[config.mk]
export PLATFORM = sky130hd
export DESIGN_NAME = vector_capture
export DESIGN_NICKNAME = d
export VERILOG_FILES = /design/src/rtl/vector_capture.sv
export SDC_FILE = /design/constraint.sdc
export NUM_CORES = 1
export LEC_CHECK = 0
export CORE_AREA = 10 10 84 86
export CTS_CLUSTER_SIZE = 10
export DETAILED_ROUTE_END_ITERATION = 8
export DIE_AREA = 0 0 94 96
export GPL_TIMING_DRIVEN = 0
export PLACE_DENSITY = 0.77
export REMOVE_ABC_BUFFERS = 1
export SLEW_MARGIN = 10
export SYNTH_ARGS = -nofsm -noshare
export SYNTH_HDL_FRONTEND = slang
export SYNTH_SLANG_ARGS = --single-unit
[constraint.sdc]
create_clock -name clk -period 2.2 [get_ports clk]
set_clock_uncertainty 0.1 [all_clocks]
set_input_delay 0.22 -clock clk [delete_from_list [all_inputs] [get_ports clk]]
set_output_delay 0.22 -clock clk [all_outputs]
set_load 0.02 [all_outputs]
[src/rtl/vector_capture.sv]
// vector_capture: assembles four serial lane samples into a vector, retires the
// previous vector, launches the downstream diff stage and waits for its done
// (or a timeout) while holding both vectors stable.
module vector_capture #(
  parameter int unsigned WIDTH   = 4,
  parameter int unsigned TIMEOUT = 15
) (
  input  logic                 clk,
  input  logic                 reset,
  input  logic                 sample_valid,
  input  logic [WIDTH-1:0]     sample_data,
  output logic                 sample_ready,
  input  logic                 flush,
  output logic [4*WIDTH-1:0]   vec_new,
  output logic [4*WIDTH-1:0]   vec_old,
  output logic                 start,
  input  logic                 done,
  output logic                 busy,
  output logic                 primed,
  output logic                 timeout_err,
  output logic [7:0]           frame_count
);

  // Counter must be able to hold TIMEOUT itself.
  localparam int unsigned CntW = $clog2(TIMEOUT + 1);

  typedef enum logic [1:0] {
    StIdle,
    StFill,
    StLaunch,
    StWait
  } state_e;

  state_e               state_q, state_d;
  logic [1:0]           lane_idx_q, lane_idx_d;
  // Only lanes 0..2 are buffered; the 4th sample goes straight into the vector.
  logic [3*WIDTH-1:0]   buf_q, buf_d;
  logic [4*WIDTH-1:0]   vec_new_q, vec_new_d;
  logic [4*WIDTH-1:0]   vec_old_q, vec_old_d;
  logic                 primed_q, primed_d;
  logic                 timeout_err_q, timeout_err_d;
  logic [7:0]           frame_count_q, frame_count_d;
  logic [CntW-1:0]      cnt_q, cnt_d;

  logic                 accept;
  logic [4*WIDTH-1:0]   assembled;

  // Flow control and outputs decoded from registered state.
  always_comb begin
    sample_ready = (state_q == StFill) && !flush;
    start        = (state_q == StLaunch);
    busy         = (state_q == StLaunch) || (state_q == StWait);
    accept       = sample_valid && sample_ready;
    assembled    = {sample_data, buf_q};
  end

  // Next-state logic for the capture / handshake sequence.
  always_comb begin
    state_d       = state_q;
    lane_idx_d    = lane_idx_q;
    buf_d         = buf_q;
    vec_new_d     = vec_new_q;
    vec_old_d     = vec_old_q;
    primed_d      = primed_q;
    timeout_err_d = timeout_err_q;
    frame_count_d = frame_count_q;
    cnt_d         = cnt_q;

    unique case (state_q)
      StIdle: begin
        state_d = StFill;
      end

      StFill: begin
        if (flush) begin
          lane_idx_d = 2'd0;
          primed_d   = 1'b0;
        end else if (accept) begin
          if (lane_idx_q == 2'd3) begin
            lane_idx_d = 2'd0;
            vec_new_d  = assembled;
            if (primed_q) begin
              vec_old_d = vec_new_q;
              state_d   = StLaunch;
            end else begin
              // First vector after reset/flush only primes; nothing to diff yet.
              primed_d = 1'b1;
            end
          end else begin
            for (int unsigned i = 0; i < 3; i++) begin
              if (lane_idx_q == 2'(i)) begin
                buf_d[i*WIDTH +: WIDTH] = sample_data;
              end
            end
            lane_idx_d = lane_idx_q + 2'd1;
          end
        end
      end

      StLaunch: begin
        cnt_d   = '0;
        state_d = StWait;
      end

      StWait: begin
        cnt_d = cnt_q + CntW'(1);
        // done has priority over an expiring timeout.
        if (done) begin
          frame_count_d = frame_count_q + 8'd1;
          timeout_err_d = 1'b0;
          state_d       = StFill;
        end else if (cnt_q == CntW'(TIMEOUT - 1)) begin
          timeout_err_d = 1'b1;
          state_d       = StFill;
        end
      end

      default: begin
        state_d = StIdle;
      end
    endcase
  end

  // State and datapath registers.
  always_ff @(posedge clk or negedge reset) begin
    if (!reset) begin
      state_q       <= StIdle;
      lane_idx_q    <= 2'd0;
      buf_q         <= '0;
      vec_new_q     <= '0;
      vec_old_q     <= '0;
      primed_q      <= 1'b0;
      timeout_err_q <= 1'b0;
      frame_count_q <= 8'd0;
      cnt_q         <= '0;
    end else begin
      state_q       <= state_d;
      lane_idx_q    <= lane_idx_d;
      buf_q         <= buf_d;
      vec_new_q     <= vec_new_d;
      vec_old_q     <= vec_old_d;
      primed_q      <= primed_d;
      timeout_err_q <= timeout_err_d;
      frame_count_q <= frame_count_d;
      cnt_q         <= cnt_d;
    end
  end

  assign vec_new     = vec_new_q;
  assign vec_old     = vec_old_q;
  assign primed      = primed_q;
  assign timeout_err = timeout_err_q;
  assign frame_count = frame_count_q;

`ifndef SYNTHESIS
  // The diff stage relies on both vectors holding still for the whole handshake.
  a_vec_stable : assert property (@(posedge clk) disable iff (!reset)
    busy |=> ($stable(vec_new_q) && $stable(vec_old_q)));

  a_no_ready_when_busy : assert property (@(posedge clk) disable iff (!reset)
    busy |-> !sample_ready);
`endif

endmodule

Word-level counts from Yosys, hierarchy flattened
Cells that the tools add are included.
Operators by class
  muxes and demuxes: 16
  divide/modulo/power cells: 0
  bitwise gates (word level): 2
  magnitude comparators: 0
  shift-type cells: 0
  reductions and logical operators: 20
  equality and inequality tests: 12
  multiply operators: 0
  $add $sub $neg: 3
Operators by type and width (number)
  $reduce_and 5->1: 5
  $mux 2: 9
  $add 8x1->8 const B: 1
  $eq 2x2->1 const B: 4
  $pmux 2 s4: 1
  $pmux 4 s2: 1
  $reduce_bool 2->1: 4
  $ne 2x2->1 const B: 3
  $reduce_and 2->1: 3
  $mux 1: 5
  $add 4x1->4 const B: 1
  $eq 2x1->1 const B: 2
  $eq 4x4->1 const B: 1
  $logic_not 2->1: 2
  $reduce_and 4->1: 1
  $ne 3x2->1 const B: 1
  $reduce_and 3->1: 1
  $add 2x1->2 const B: 1
  $logic_and 1x1->1: 2
  $ne 2x1->1 const B: 1
  $not 1->1: 2
  $logic_not 1->1: 1
  $logic_or 1x1->1: 1
Storage, ports and cells
  latch bits: 0
  RAM bits: 0
  logic and storage cells: 64
  memories: 0
  bits in registers: 62
  memory bits (read-only): 0

Longest topological paths before layout
Gate-level depths: netlist (run 1).
  depth in word-level cells: 6
  gate-level depth with buffers: 7

Worst setup path after synthesis (run 1)
Ideal clock, no wire load.
  path type: reg2reg
  start: reg lane_idx_q[0]
  end: reg vec_old_q[10] (netlist: vec_old[10])
  path buffers: 2
  data arrival time: 1.550 ns
  cell stages (with the launch flop): 7
  slack: 0.425 ns
  cells stage by stage: dfrtp_1 ha_1 and4b_1 buf_4 nand2_4 buf_6 mux2_4
On the way
  cells in the longest elaborated chain, start to end: 2
RTL lines
  start: declaration: line 35  | logic [1:0] lane_idx_q, lane_idx_d;
  start signal: assignment: line 138  | lane_idx_q <= lane_idx_d;
  $eq 2x2->1: line 79  | if (lane_idx_q == 2'd3) begin
  $reduce_and 5->1 (no line)
  end signal: assignment: line 141  | vec_old_q <= vec_old_d;
  end: declaration: line 39  | logic [4*WIDTH-1:0] vec_old_q, vec_old_d;
No other way between the ends.
A chain may end at the register's enable or synchronous reset.

Worst setup path after layout (run 1)
  start: reg state_q[1]
  end: reg vec_old_q[10] (netlist: vec_old[10])
On the way
  cells in the longest elaborated chain, start to end: 4
RTL lines
  start: declaration: line 34  | state_e state_q, state_d;
  start signal: assignment: line 127  | state_q <= StIdle;
  start signal: assignment: line 137  | state_q <= state_d;
  $eq 2x1->1 *: line 50, 69
  $logic_and 1x1->1: line 50  | sample_ready = (state_q == StFill) && !flush;
  $logic_and 1x1->1: line 53  | accept = sample_valid && sample_ready;
  $reduce_and 5->1 (no line) *
Mark *: on every way between the ends. The rest lies on a longest branch, timed or not.

==> impl_metrics.ini, run 1 <==
[status]
run_status = finished, final reports clean

[layout]
nets = 300
fillCellCount = 437
fin_area_um2 = 3450
diodes = 0
final_cells = 358
syn2layout_area_growth_pct = 30.0
mostFrequentLayoutCells = 62 x dfrtp_1, 57 x nand2_1, 50 x clkdlybuf4s50_1, 19 x mux2_2
drive_gt1_share_pct = 17.8
layout_commonest_cell = dfrtp_1

[drt]
viasPerCell = 4.86
drt_wl_total_um = 5050
wl_per_cell_um = 14.1
drcViolationCount = 0
vias = 1740
drt_iter0_markers = 76
antenna_left = 0
drtPass1Iterations = 5

[global_routing]
antenna_found_initial = 0
groute.usage.overall_pct = 11.8
grt_pass1_wl_um = 8490
grt_pass1_vias = 1768
grt-ovfl-total = 0
grt_max_degree = 63

[timing]
layout_min_cycle_time_ns = 2.02
hold_ws_ns = 0.367
slew_viol_final = 0
grt_setup_unrepaired = false
setup_viol = 0
tightest_slew_ns = 0.764
fmax_mhz = 496
finalCritPeriodShare_pct = 91.6
tns_ns = 0
hold_viol = 0
max_slew_margin_pct = 49.0

[setup_path]
r2r-end = vec_old[10]
path_class = flop to flop
cp-end-kind = flop
r2r-start = state_q[1]
r2r_cells = 5
crit_fanout = 18
arrival_ns = 2.13
start_kind = flop
cp_data_required_time_ns = 2.32
reg2reg_slack_ns = 0.18

[synth]
avgSynthCellArea_um2 = 11.9
yosys.cell_types.count = 33
synth_seq_area_share_pct = 58.5
synth_area_um2 = 2650
syn_inst = 222
synth-seq-cells = 62
yosysWarnings = 0

[placement]
hpwl_um = 3560
dpl_cell_area_um2 = 3230
routabilityCongestion = 0.752
port_buffers = 53
dp.cells = 341

[floorplan]
die-area_um2 = 9020
core_area_um2 = 5410
rows = 27
design.portCount = 54
start_util_pct = 49.1
die_w_um = 94
die_height_um = 96

[power]
p_leak_nw = 1.71
ir_drop_v = 0.000596
powerDensity_nw_per_um2 = 1140

[clock_tree]
clock_tree.buffer_depth = 2
root_buffer = clkbuf_8
cts_buffers = 9
clock_latency_ns = 0.33
htree_levels = 3
cts_sinks = 62
post_cts_buffers = 0
clk_pin_slew_worst_paths_ns = 0.07
cts_tree = yes

[min_path]
min_from = buf_q[5]
hold_path_depth = 2
hp-class = flop to flop
worstHoldEndpoint = vec_new[5]

[flow_run]
maxCapViolations = 0
[state kept, by name, summed over array words and instances (netlist names)]
register,flops
timeout_err,1
vec_old,16
state_q,2
buf_q,12
primed,1
lane_idx_q,2
vec_new,16
frame_count,8
cnt_q,4
[cells in the mapped netlist]
master | count | area share [%]
a21oi_1 | 5 | 0.94
a2bb2oi_1 | 1 | 0.33
a31oi_1 | 1 | 0.24
and3_1 | 2 | 0.47
and4b_1 | 1 | 0.38
and4bb_2 | 1 | 0.47
buf_2 | 1 | 0.19
buf_4 | 1 | 0.28
buf_6 | 1 | 0.42
clkbuf_1 | 3 | 0.42
dfrtp_1 | 62 | 59
ha_1 | 10 | 4.7
inv_1 | 10 | 1.4
mux2_2 | 19 | 8.1
mux2_4 | 10 | 5.7
mux2i_1 | 1 | 0.38
nand2_1 | 57 | 8.1
nand2_4 | 1 | 0.42
nand2b_1 | 1 | 0.24
nand3_1 | 3 | 0.57
nand3b_1 | 1 | 0.28
nand4_1 | 1 | 0.24
nand4b_1 | 2 | 0.66
nor2_1 | 5 | 0.71
nor2b_1 | 2 | 0.47
nor3_1 | 2 | 0.38
nor4bb_1 | 1 | 0.38
o211ai_1 | 1 | 0.28
o21ai_0 | 5 | 0.94
o22ai_1 | 2 | 0.47
o2bb2ai_1 | 1 | 0.33
xnor2_1 | 3 | 0.99
xor2_1 | 5 | 1.7
[stage by stage]
stage	total power, mW	util (%)	setup slack, ns
floorplan	2.45	-	0.123
global placement	2.95	59.9	-1.15
detailed placement	3.01	59.8	-0.328
CTS	3.98	63.7	0.0324
global route	4.19	63.8	0.0562
finish	3.93	63.8	0.185
[how the worst max path moves through the flow]
stage	startpoint	to
after detailed placement	state_q[1]	vec_old[9]
after CTS	state_q[1]	vec_old[9]
after global routing	state_q[1]	vec_new[14]
final	state_q[1]	vec_old[10]
after floorplan	state_q[1]	vec_old[10]
after global placement	reset	vec_old[14]
[cell type report]
type / instances / area, um^2 / area share, %
Sequential cell: 62 / 1550 / 45.0
Clock inverter: 6 / 62.6 / 1.81
Tap cell: 72 / 90.1 / 2.61
Timing Repair Buffer: 54 / 539 / 15.6
Clock buffer: 10 / 128 / 3.70
Inverter: 10 / 37.5 / 1.09
Multi-Input combinational cell: 144 / 1040 / 30.1
[kinds of logic (layout without fill, tap and decap cells)]
| group | after synthesis | after routing | share of synthesized area, % |
|---|---|---|---|
| simple gates | 80 | 80 | 13.7 |
| flops | 62 | 62 | 58.5 |
| mux | 30 | 30 | 14.1 |
| compound gates | 16 | 16 | 3.54 |
| buf+inv | 16 | 80 | 2.74 |
| fa+ha+maj | 10 | 10 | 4.72 |
| xor+xnor | 8 | 8 | 2.64 |
[power breakdown]
group          switching [mW]  leakage, nW  internal (mW)
Combinational           0.635        0.806          0.615
Clock                   0.439       0.0883          0.519
Sequential              0.254        0.814           1.47
[routing by layer]
metal,vias to the layer above,global-route usage (%),share of wire (%)
met4,0,7.22,1.6
met2,34,18.7,47
met3,6,3.04,5.6
li1,859,-,-
met5,-,0,0
met1,841,14.3,46
[critical path, stage by stage (launching register included)]
cell,delay (ns)
dfrtp_1,0.40
inv_1,0.09
ha_2,0.29
and4b_4,0.44
nand2_4,0.22
mux2_4,0.35
[timing repair]
| action | 4_1_cts | 5_1_grt |
|---|---|---|
| setup endpoints to repair | 18 | 17 |
| pin swaps | 0 | 0 |
| hold endpoints to repair | 62 | 0 |
| hold buffers | 1 | 0 |
| gates resized for setup | 5 | 2 |
Power figures use the tool's default switching activity.
==> run 2: changes to the inputs <==
- REMOVE_ABC_BUFFERS: 1 -> unset
==> run 2 against run 1 <==
Effect of this change: register-to-register slack better by 0.08 ns; flip-flop and latch count stayed put; die area unchanged; cell count is 1.1% higher; sequential power is essentially flat; setup slack better by 0.0075 ns; hold slack worse by 0.0028 ns; non-clock buffer count is 5 higher; routed wire length is 3.8% higher; total power decreased by 1.8%; core utilization increased by 0.16 points; highest routed layer unchanged.
==> impl_metrics.ini, run 2 (same netlist as run 1, synthesis figures left out) <==
[floorplan]
design.portCount = 54
die-area_um2 = 9020
core_area_um2 = 5410
rows = 27
die_height_um = 96
start_util_pct = 49.1
die_w_um = 94

[setup_path]
crit_fanout = 10
start_kind = flop
path_class = flop to output pin
reg2reg_slack_ns = 0.26
arrival_ns = 1.69
cp_data_required_time_ns = 1.88
r2r-start = lane_idx_q[0]
r2r-end = vec_old[13]
r2r_cells = 6
cp-end-kind = output pin

[power]
p_leak_nw = 1.73
finalPower_mw = 3.86
ir_drop_v = 0.000757
powerDensity_nw_per_um2 = 1120

[clock_tree]
clock_latency_ns = 0.33
cts_tree = yes
clock_tree.buffer_depth = 2
root_buffer = clkbuf_8
cts_buffers = 9
cts_sinks = 62
clk_pin_slew_worst_paths_ns = 0.06
htree_levels = 3

[status]
run_status = finished, final reports clean

[placement]
dp_slack_ns = 0.0758
port_buffers = 53
routabilityCongestion = 0.760
dpl_cell_area_um2 = 3270
hpwl_um = 3830

[drt]
viasPerCell = 4.93
wl_per_cell_um = 14.5
drt_iter0_markers = 51
antenna_left = 0
drcViolationCount = 0
drtPass1Iterations = 4
drt_wl_total_um = 5240
vias = 1783

[timing]
hold_viol = 0
fmax_mhz = 498
slew_viol_final = 0
finalWorstSetupSlack_ns = 0.192
finalCritPeriodShare_pct = 91.3
hold_ws_ns = 0.364
setup_viol = 0
grt_setup_unrepaired = false
tightest_slew_ns = 0.761
tns_ns = 0
max_slew_margin_pct = 49.3
layout_min_cycle_time_ns = 2.01

[global_routing]
grt-ovfl-total = 0
groute.usage.overall_pct = 12.7
grt_pass1_wl_um = 9030
antenna_found_initial = 0
grt_max_degree = 63
grt_pass1_vias = 1958

[min_path]
min_from = buf_q[11]
hold_path_depth = 2
worstHoldEndpoint = vec_new[11]
hp-class = flop to flop

[layout]
syn2layout_area_growth_pct = 30.3
diodes = 0
mostFrequentLayoutCells = 62 x dfrtp_1, 57 x nand2_1, 50 x clkdlybuf4s50_1, 19 x mux2_2, 11 x clkbuf_8
layout_commonest_cell = dfrtp_1
fillCellCount = 469
fin_area_um2 = 3460
drive_gt1_share_pct = 17.9
nets = 305

[flow_run]
maxCapViolations = 0

[synth]
syn_nets = 241
==> run 2: cell types whose count changed in the layout (fill, tap and decap cells not counted) <==
cell	change
clkbuf_8	+2
clkinvlp_4	-2
and4b_1	+1
and4b_4	-1
buf_2	+1
buf_4	+1
buf_6	+1
bufinv_16	-1
clkbuf_1	+1
clkinv_2	+1
ha_1	+1
ha_2	-1
==> run 2: worst max path at each step <==
| stage | depth (start not counted) | from | to | slack [ns] |
|---|---|---|---|---|
| 2_1_floorplan | 6 | lane_idx_q[0] | vec_old[10] | 0.42 |
| 3_3_place_gp | 1 | reset | cnt_q[1] | -1.16 |
| 3_5_place_dp | 6 | flush | vec_old[7] | 0.08 |
| 4_1_cts | 5 | state_q[0] | busy | 0.05 |
| 5_1_grt | 7 | state_q[1] | vec_new[8] | 0.1 |
| 6_report | 5 | state_q[1] | sample_ready | 0.19 |
==> run 2: final cells by class <==
cell class	instances	area (um^2)	share of cell area, %
clock inverter	4	22.5	0.652
clock buffer	11	151	4.38
multi-input combinational	144	1030	29.9
timing repair buffer	54	539	15.6
inverter	10	37.5	1.09
sequential	62	1550	44.9
buffer	5	31.3	0.905
tap	72	90.1	2.61
==> run 2: power breakdown <==
group          internal [mW]  switching (mW)  leakage [nW]
clock                  0.457           0.419        0.0910
combinational          0.616           0.640         0.827
sequential              1.47           0.259         0.814
==> run 2: critical path, cell delays in order (launching register included) <==
cell	delay [ns]
dfrtp_1	0.40
inv_1	0.09
ha_1	0.17
buf_2	0.20
nor2b_1	0.15
dlygate4sd2_1	0.35
==> run 2: timing repair <==
| item | in CTS | in global routing |
|---|---|---|
| hold endpoints to repair | 62 | 0 |
| setup endpoints to repair | 2 | 1 |
| hold buffers | 1 | 0 |
| setup buffers | 0 | 0 |
| resized for setup | 3 | 1 |
==> run 2: layer usage <==
layer | vias up | GRT usage, % | wire length [um]
li1 | 866 | - | -
met1 | 857 | 13.9 | 2230
met2 | 49 | 20.2 | 2350
met3 | 11 | 5.68 | 539
met4 | 0 | 7.47 | 127
met5 | - | 0 | 0
==> run 2: stage by stage <==
step | std cells | utilization (%)
finish | 362 | 63.9
global route | 362 | 63.9
CTS | 362 | 63.9
detailed placement | 347 | 60.5
global placement | 347 | 60.5
floorplan | 222 | -
